==> config.mk <==
export PLATFORM = sky130hd
export DESIGN_NAME = inst_decode_q
export DESIGN_NICKNAME = d
export VERILOG_FILES = /design/src/rtl/inst_decode_q.sv
export SDC_FILE = /design/constraint.sdc
export NUM_CORES = 1
export LEC_CHECK = 0
export BUFFER_PORTS_ARGS = -buffer_cell sky130_fd_sc_hd__buf_2
export CELL_PAD_IN_SITES_DETAIL_PLACEMENT = 1
export CELL_PAD_IN_SITES_GLOBAL_PLACEMENT = 1
export CORE_MARGIN = 2
export CORE_UTILIZATION = 40
export DETAILED_ROUTE_END_ITERATION = 7
export GPL_ROUTABILITY_DRIVEN = 0
export PLACE_DENSITY = 0.78
export SLEW_MARGIN = 15
export SYNTH_ARGS = -nofsm -noshare
export SYNTH_HDL_FRONTEND = slang
export SYNTH_SLANG_ARGS = --single-unit
export TNS_END_PERCENT = 100
==> constraint.sdc <==
create_clock -name clk -period 11.09 [get_ports clk]
set_input_delay 2.218 -clock clk [delete_from_list [all_inputs] [get_ports clk]]
set_output_delay 2.218 -clock clk [all_outputs]
set_load 0.02 [all_outputs]
==> src/rtl/inst_decode_q.sv <==
// inst_decode_q: instruction decode stage feeding a small FIFO of decoded entries.
// Each fetched word is decoded on entry, and the queue stores the decoded
// control fields and immediate next to the raw word. Output latency is one cycle,
// and there is no bypass path around the queue.
// Optional feature macro: INST_DECODE_MULDIV_EN. When it is defined, funct7=0000001
// in R-type ALU ops decodes as multiply/divide. When it is undefined, those words
// are illegal.

package inst_decode_q_pkg;
  typedef enum logic [2:0] {INST_R, INST_I, INST_S, INST_B, INST_U, INST_J, INST_X} itype_e;

  typedef struct packed {
    itype_e     itype;
    logic [2:0] funct3;
    logic [6:0] funct7;
    logic       rwb_en;
    logic       is_lui;
    logic       is_jump;
    logic       is_load;
    logic       is_aluop;
    logic       is_csr;
    logic       is_op32;
    logic       is_muldiv;
  } InstCtrl;
endpackage

module inst_decode_q
  import inst_decode_q_pkg::*;
#(
  parameter int XLEN  = 32,
  parameter int DEPTH = 2
) (
  input  logic                    clk,
  input  logic                    rst,
  input  logic                    flush,
  input  logic                    in_valid,
  output logic                    in_ready,
  input  logic [XLEN-1:0]         in_addr,
  input  logic [31:0]             in_bits,
  output logic                    out_valid,
  input  logic                    out_ready,
  output logic [XLEN-1:0]         out_addr,
  output logic [31:0]             out_bits,
  output InstCtrl                 out_ctrl,
  output logic [XLEN-1:0]         out_imm,
  output logic                    out_illegal,
  output logic [$clog2(DEPTH):0]  count
);

  localparam int PW = $clog2(DEPTH);
  localparam int CW = PW + 1;
  localparam logic [CW-1:0] DEPTH_C = CW'(DEPTH);

  // Opcode decode. funct3/funct7 are carried through even for illegal words.
  function automatic InstCtrl decode_ctrl(input logic [31:0] b);
    InstCtrl c;
    logic    legal;
    c        = '0;
    c.funct3 = b[14:12];
    c.funct7 = b[31:25];
    legal    = 1'b1;
    case (b[6:0])
      7'b0110111: begin c.itype = INST_U; c.rwb_en = 1'b1; c.is_lui = 1'b1; end
      7'b0010111: begin c.itype = INST_U; c.rwb_en = 1'b1; end
      7'b1101111: begin c.itype = INST_J; c.rwb_en = 1'b1; c.is_jump = 1'b1; end
      7'b1100111: begin c.itype = INST_I; c.rwb_en = 1'b1; c.is_jump = 1'b1; end
      7'b1100011: c.itype = INST_B;
      7'b0000011: begin c.itype = INST_I; c.rwb_en = 1'b1; c.is_load = 1'b1; end
      7'b0100011: c.itype = INST_S;
      7'b0010011: begin c.itype = INST_I; c.rwb_en = 1'b1; c.is_aluop = 1'b1; end
      7'b0110011: begin
        c.itype    = INST_R;
        c.rwb_en   = 1'b1;
        c.is_aluop = 1'b1;
        if (b[31:25] == 7'b0000001) begin
`ifdef INST_DECODE_MULDIV_EN
          c.is_muldiv = 1'b1;
`else
          legal = 1'b0;
`endif
        end
      end
      7'b1110011: begin c.itype = INST_I; c.rwb_en = 1'b1; c.is_csr = 1'b1; end
      7'b0011011: begin
        if (XLEN == 64) begin
          c.itype = INST_I; c.rwb_en = 1'b1; c.is_aluop = 1'b1; c.is_op32 = 1'b1;
        end else begin
          legal = 1'b0;
        end
      end
      7'b0111011: begin
        if (XLEN == 64) begin
          c.itype = INST_R; c.rwb_en = 1'b1; c.is_aluop = 1'b1; c.is_op32 = 1'b1;
          if (b[31:25] == 7'b0000001) begin
`ifdef INST_DECODE_MULDIV_EN
            c.is_muldiv = 1'b1;
`else
            legal = 1'b0;
`endif
          end
        end else begin
          legal = 1'b0;
        end
      end
      default: legal = 1'b0;
    endcase
    if (!legal) begin
      c        = '0;
      c.funct3 = b[14:12];
      c.funct7 = b[31:25];
      c.itype  = INST_X;
    end
    return c;
  endfunction

  // Immediate assembly, sign-extended from bit 31 to XLEN.
  function automatic logic [XLEN-1:0] decode_imm(input logic [31:0] b, input itype_e t);
    logic signed [31:0] i32;
    case (t)
      INST_I:  i32 = {{20{b[31]}}, b[31:20]};
      INST_S:  i32 = {{20{b[31]}}, b[31:25], b[11:7]};
      INST_B:  i32 = {{19{b[31]}}, b[31], b[7], b[30:25], b[11:8], 1'b0};
      INST_U:  i32 = {b[31:12], 12'b0};
      INST_J:  i32 = {{11{b[31]}}, b[31], b[19:12], b[20], b[30:21], 1'b0};
      default: i32 = '0;
    endcase
    return XLEN'(i32);
  endfunction

  logic [XLEN-1:0] addr_mem_q [DEPTH];
  logic [31:0]     bits_mem_q [DEPTH];
  InstCtrl         ctrl_mem_q [DEPTH];
  logic [XLEN-1:0] imm_mem_q  [DEPTH];

  logic [PW-1:0]   wr_ptr_q, wr_ptr_d;
  logic [PW-1:0]   rd_ptr_q, rd_ptr_d;
  logic [CW-1:0]   count_q,  count_d;

  InstCtrl         dec_ctrl;
  logic [XLEN-1:0] dec_imm;
  logic            push;
  logic            pop;

  assign dec_ctrl  = decode_ctrl(in_bits);
  assign dec_imm   = decode_imm(in_bits, dec_ctrl.itype);
  assign out_valid = (count_q != '0);
  assign in_ready  = !flush && ((count_q < DEPTH_C) || out_ready);
  assign push      = in_valid && in_ready;
  assign pop       = out_valid && out_ready;
  assign count     = count_q;

  // Pointer and occupancy next-state; flush wins over any same-cycle push/pop.
  always_comb begin
    wr_ptr_d = wr_ptr_q;
    rd_ptr_d = rd_ptr_q;
    count_d  = count_q;
    if (flush) begin
      wr_ptr_d = '0;
      rd_ptr_d = '0;
      count_d  = '0;
    end else begin
      if (push) wr_ptr_d = wr_ptr_q + PW'(1);
      if (pop)  rd_ptr_d = rd_ptr_q + PW'(1);
      case ({push, pop})
        2'b10:   count_d = count_q + CW'(1);
        2'b01:   count_d = count_q - CW'(1);
        default: count_d = count_q;
      endcase
    end
  end

  // Control state register with asynchronous clear.
  always_ff @(posedge clk or posedge rst) begin
    if (rst) begin
      wr_ptr_q <= '0;
      rd_ptr_q <= '0;
      count_q  <= '0;
    end else begin
      wr_ptr_q <= wr_ptr_d;
      rd_ptr_q <= rd_ptr_d;
      count_q  <= count_d;
    end
  end

  // Entry storage; contents are never visible while the queue is empty, so it is not reset.
  always_ff @(posedge clk) begin
    if (push) begin
      addr_mem_q[wr_ptr_q] <= in_addr;
      bits_mem_q[wr_ptr_q] <= in_bits;
      ctrl_mem_q[wr_ptr_q] <= dec_ctrl;
      imm_mem_q[wr_ptr_q]  <= dec_imm;
    end
  end

  // Head entry presentation, forced to zero when empty.
  always_comb begin
    out_addr    = '0;
    out_bits    = '0;
    out_ctrl    = '0;
    out_imm     = '0;
    out_illegal = 1'b0;
    if (out_valid) begin
      out_addr    = addr_mem_q[rd_ptr_q];
      out_bits    = bits_mem_q[rd_ptr_q];
      out_ctrl    = ctrl_mem_q[rd_ptr_q];
      out_imm     = imm_mem_q[rd_ptr_q];
      out_illegal = (ctrl_mem_q[rd_ptr_q].itype == INST_X);
    end
  end

endmodule

==> results.md, run 1 <==
- Status: finished clean
- Maxcap violations: 0
- Syn Std Cell Area: 8900 um2
- Vias in the first global route: 5608
- Gate Count Post-Synth: 587
- Combinational share of power: 0.119
- Layout Nets: 830
- Worst setup path start: rd_ptr_q
- Synth warnings: 0
- Vias per cell: 5.06
- CP Max Fanout: 60
- Global-route wire length before repair: 31600 um
- Tcrit/Tclk final: 0.481
- Post-cts sizing count: 0
- Flops & latches, synth: 214
- Fillers: 2238
- Commonest non-fill, non-tap cells in the layout: edfxtp_1, buf_2, nor2_1, mux2i_1, clkbuf_16
- ANT nets after route: 0
- Final setup violation count: 0
- H-tree Lvls: 1
- Sw Ratio: 0.244
- Crit path capture: out_bits[26]
- HP Class: flop to flop
- Clk_lat worst skew: 490 ps
- PD cells: 172 nW/um2
- Die Ht: 153 um
- Post-CTS Setup Repair Bufs: 0
- Via count: 5351
- Row Count: 54
- Synth cell types: 47
- CTS tree: done
- Register area: 6410 um2
- Worst vdd ir: 0.0952 mV
- PortBufs: 188
- Max Slew Vio Count: 0
- Ys async rst share: 0.0187
- Placed Cells: 1016
- Area occupied by multi-input gates: 2210 um2
- IO Count: 191
- Total CTS buffers: 23
- Die X: 153 um
- Worst Max-Slew Pin Slew: 1090 ps
- Startpoint Class: flop
- Cell Count, Final, Fillers Out: 1057
- WHS Path Cells: 1
- Clock share of power: 0.368
- Leak pwr: 4.16 nW
- Per-cell routed wire length: 19.1 um
- First-pass DRT Iterations: 4
- Post-route DRC: 0
- Root buf cell: clkbuf_16
- Final HPWL DP: 13100 um
- Clock-pin transition on the worst setup and hold timing paths: 50 ps
- Share of cells above drive strength 1: 0.299
- Core Footprint: 21800 um2
- CP Data Required Time: 8870 ps
- Min Hold Slack: 573 ps
- Peak Freq: 187 MHz
- Final Hold Fails: 0
- Crit end category: output port
- Min Clock Period, post-route: 5330 ps
- Kind of critical path: flop to output port
- Slew HR: 0.272
- Commonest non-fill, non-tap cell in the layout: edfxtp_1
- Sequential share of the synthesized area: 0.720
- Clock tree sinks: 214
- Worst r2r src: count[1]
- Arrival time worst endpoint: 3120 ps
- R2R Setup Slk: 8490 ps
- RSZ-0062 raised after global routing: no
- Die area: 23400 um2
- FF-to-FF path depth: 3
- Layout area overhead: 19.5%
- Internal power: 0.00139 W
- Post-synth EDFFs: 210
- Cts hold-fix bufs: 0
- Avg Cell Area, Syn: 15.2 um2
- GR Util All Layers: 0.169
- Max Clock Skew: 5.30 ps
- Main synth FF type: edfxtp_1
- Sequential share of power: 0.513
- DR iter-0 viols: 302
- Net Switching: 0.000447 W
- Total wire length: 20200 um
- Largest net degree at the start of global routing: 79
- R2r endpoint: imm_mem_q[1][22]
- Grt ovf: 0
- Max Buffers Root-to-Sink: 3
- Starting Density: 0.408
- Setup TNS: 0 ps
- Initial antenna violation count: 2
==> power groups by stage <==
| stage | registers (W) | clock network [W] | logic (W) |
|---|---|---|---|
| floorplan | 0.000949 | 0 | 0.000153 |
| global placement | 0.000956 | 0 | 0.000217 |
| detailed placement | 0.000958 | 0 | 0.000221 |
| CTS | 0.000941 | 0.000694 | 0.000221 |
| global route | 0.000944 | 0.000726 | 0.000237 |
| finish | 0.000941 | 0.000674 | 0.000218 |
==> cell families (layout without fill, tap and decap cells) <==
kind of cell	after synthesis	after routing	share of synthesized area
other cells	1	3	0.000422
buf+inv	50	238	0.0340
xor+xnor	2	2	0.00197
simple gates	169	169	0.0871
flops	214	214	0.720
compound gates	44	44	0.0360
mux	107	107	0.120
==> synthesized netlist by cell type (5+ instances only) <==
master,instances,share of area
buf_2,20,0.011
buf_4,14,0.012
edfxtp_1,210,0.71
inv_1,5,0.0021
nor2_1,113,0.048
a21o_1,20,0.017
nand2b_1,5,0.0035
mux2i_1,107,0.12
nand2_1,16,0.0068
a21oi_1,5,0.0028
nor2b_1,6,0.0042
and2_1,9,0.0063
buf_6,5,0.0063
==> how the worst min path moves through the flow <==
stage	slack, ps	end	start
5_1_grt	600	wr_ptr_q	wr_ptr_q
4_1_cts	580	wr_ptr_q	wr_ptr_q
3_3_place_gp	560	wr_ptr_q	wr_ptr_q
3_5_place_dp	570	wr_ptr_q	wr_ptr_q
6_report	570	wr_ptr_q	wr_ptr_q
2_1_floorplan	460	wr_ptr_q	wr_ptr_q
==> metrics by stage <==
| step | setup WS (ps) | cell area (um2) | total power, W | utilization |
|---|---|---|---|---|
| global placement | 6090 | 9970 | 0.00117 | 0.457 |
| finish | 5760 | 10600 | 0.00183 | 0.487 |
| CTS | 5720 | 10600 | 0.00186 | 0.487 |
| detailed placement | 6060 | 9970 | 0.00118 | 0.457 |
| global route | 5610 | 10600 | 0.00191 | 0.487 |
| floorplan | 3300 | 8900 | 0.00110 | - |
==> cell type report <==
cell class / instances / share of cell area
Inverter: 5 / 0.00177
Clock buffer: 36 / 0.0597
Sequential cell: 214 / 0.603
Multi-Input combinational cell: 324 / 0.208
Timing Repair Buffer: 193 / 0.0921
Clock inverter: 4 / 0.00200
Antenna cell: 1 / 0.000235
Tap cell: 280 / 0.0330
==> sequential cells by signal, summed over array words and instances, names as in the netlist <==
register and count:
addr_mem_q 64, bits_mem_q 62, count 2, ctrl_mem_q 20, imm_mem_q 64, rd_ptr_q 1, wr_ptr_q 1
==> per-layer routing <==
metal / part of all wire / wire (um) / GRT usage
met5: 0.00064 / 13 / 0
met4: 0.017 / 344 / 0.0401
met3: 0.056 / 1120 / 0.0303
met2: 0.50 / 10000 / 0.292
met1: 0.43 / 8680 / 0.224
==> critical path, stage by stage (launching register included) <==
cell and delay, ps:
dfrtp_4 1130, buf_4 830, mux2i_1 280, nor2_1 80, buf_2 220
Power figures use the tool's default switching activity.
==> run 2: changes to the inputs <==
clock period = 5.4 ns   (was 11.09 ns; I/O delays follow)
==> results.md, run 2 (synthesis gave the netlist of run 1 again) <==
- Post-CTS Setup Repair Bufs: 0 (unchanged)
- GR Util All Layers: 0.180 (was 0.169)
- Register area: 6410 um2 (unchanged)
- Die area: 23400 um2 (unchanged)
- Arrival time worst endpoint: 2640 ps (was 3120 ps)
- Min Hold Slack: 468 ps (was 573 ps)
- Cts hold-fix bufs: 0 (unchanged)
- Worst r2r src: count[1] (unchanged)
- Via count: 5425 (was 5351)
- FF-to-FF path depth: 3 (unchanged)
- Min Clock Period, post-route: 3720 ps
- Crit path capture: out_ctrl[12] (was out_bits[26])
- Net Switching: 0.000960 W (was 0.000447 W)
- Startpoint Class: flop (unchanged)
- Layout area overhead: 20.7% (was 19.5%)
- Crit end category: output port (unchanged)
- Tcrit/Tclk final: 0.688
- Kind of critical path: flop to output port (unchanged)
- Max Buffers Root-to-Sink: 3 (unchanged)
- Max Slew Vio Count: 0 (unchanged)
- Row Count: 54 (unchanged)
- Status: finished clean (unchanged)
- Max Clock Skew: 13.1 ps (was 5.30 ps)
- CP top delay family: flip-flops (unchanged)
- Worst vdd ir: 0.194 mV (was 0.0952 mV)
- Die X: 153 um (unchanged)
- Top flop regs: addr_mem_q (64), imm_mem_q (64), bits_mem_q (62) (unchanged)
- Starting Density: 0.408 (unchanged)
- CTS tree: done (unchanged)
- Area occupied by multi-input gates: 2210 um2 (unchanged)
- Combinational share of power: 0.117 (was 0.119)
- Post-cts sizing count: 0 (unchanged)
- Core Footprint: 21800 um2 (unchanged)
- Clock-pin transition on the worst setup and hold timing paths: 60 ps (was 50 ps)
- Commonest non-fill, non-tap cells in the layout: edfxtp_1, buf_2, nor2_1, mux2i_1, clkbuf_16 (unchanged)
- First-pass DRT Iterations: 4 (unchanged)
- Sequential share of power: 0.494 (was 0.513)
- Die Ht: 153 um (unchanged)
- Total CTS buffers: 23 (unchanged)
- Max incr delay on CP: 1150 ps (was 1130 ps)
- Worst setup path start: rd_ptr_q (unchanged)
- PD cells: 364 nW/um2 (was 172 nW/um2)
- Setup TNS: 0 ps (unchanged)
- Clock share of power: 0.389 (was 0.368)
- Slew HR: 0.266 (was 0.272)
- Layout Nets: 833 (was 830)
- Root buf cell: clkbuf_16 (unchanged)
- Peak Freq: 269 MHz
- Initial antenna violation count: 2 (unchanged)
- R2r endpoint: bits_mem_q[1][3] (was imm_mem_q[1][22])
- R2R Setup Slk: 3000 ps (was 8490 ps)
- Vias per cell: 5.11 (was 5.06)
- DR iter-0 viols: 366 (was 302)
- Total wire length: 21600 um (was 20200 um)
- Grt ovf: 0 (unchanged)
- Per-cell routed wire length: 20.4 um (was 19.1 um)
- Clock tree sinks: 214 (unchanged)
- Post-route DRC: 0 (unchanged)
- Commonest non-fill, non-tap cell in the layout: edfxtp_1 (unchanged)
- ANT nets after route: 0 (unchanged)
- Fillers: 2192 (was 2238)
- Largest net degree at the start of global routing: 69 (was 79)
- RSZ-0062 raised after global routing: no (unchanged)
- Leak pwr: 4.21 nW (was 4.16 nW)
- Worst Max-Slew Pin Slew: 1100 ps (was 1090 ps)
- Stages on worst setup path: 4 (unchanged)
- Vias in the first global route: 5731 (was 5608)
- Sw Ratio: 0.245 (was 0.244)
- CP Data Required Time: 4320 ps (was 8870 ps)
- CP Max Fanout: 61 (was 60)
- HP Class: input pin to asynchronous set/reset pin (was flop to flop)
- IO Count: 191 (unchanged)
- PortBufs: 188 (unchanged)
- Final setup violation count: 0 (unchanged)
- Critical Path Slowest Stage Cell: dfrtp_4 (unchanged)
- Global-route wire length before repair: 33000 um (was 31600 um)
- Internal power: 0.00295 W (was 0.00139 W)
- H-tree Lvls: 1 (unchanged)
- Critical-path cell list: buf_4 -> mux2i_1 -> nor2_1 -> buf_2 (unchanged)
- Final HPWL DP: 14000 um (was 13100 um)
- Final Hold Fails: 0 (unchanged)
- Share of cells above drive strength 1: 0.311 (was 0.299)
- WP buf/inv: 2 (unchanged)
- Clk_lat worst skew: 510 ps (was 490 ps)
- Maxcap violations: 0 (unchanged)
## run 2: cell type report
cell class,instances,area share
well taps,280,0.0326
clock inverters,10,0.0100
diodes,3,0.000699
inverters,5,0.00175
flip-flops and latches,214,0.597
clock buffers,30,0.0579
multi-input cells,324,0.206
repair buffers,196,0.0944
## run 2: worst min path at each step
stage / from / to / slack, ps / cells after the start
after CTS: rst / count[0] / 460 / 2
after global routing: rst / wr_ptr_q / 480 / 2
final: rst / count[0] / 470 / 2
after global placement: wr_ptr_q / wr_ptr_q / 540 / 1
after detailed placement: wr_ptr_q / wr_ptr_q / 570 / 1
after floorplan: wr_ptr_q / wr_ptr_q / 480 / 1
## run 2: worst reg2reg max path, stage by stage (launching register included)
cell and delay, ps:
dfrtp_1 470, a21oi_1 300, and3_4 690, buf_4 570
## run 2: metal layers
metal | up-vias | share of wire | GRT usage
met2 | 168 | 0.49 | 0.302
met3 | 44 | 0.050 | 0.0295
met5 | - | 0 | 0
met1 | 2713 | 0.43 | 0.241
met4 | 0 | 0.024 | 0.0560
li1 | 2500 | - | -
## run 2: power groups by stage
stage	Combinational (W)	Sequential, W	Clock (W)
3_3_place_gp	0.000452	0.00196	0
3_5_place_dp	0.000463	0.00197	0
5_1_grt	0.000495	0.00194	0.00162
2_1_floorplan	0.000314	0.00195	0
4_1_cts	0.000466	0.00193	0.00156
6_report	0.000459	0.00193	0.00152
## run 2: metrics by stage
stage	std cells	total power (W)	worst slack, ps	area [um2]	utilization
finish	1062	0.00391	1680	10700	0.492
floorplan	588	0.00226	503	8900	-
detailed placement	1019	0.00243	2180	10000	0.458
CTS	1059	0.00396	1630	10700	0.492
global placement	1019	0.00242	2230	10000	0.458
global route	1060	0.00405	1520	10700	0.492
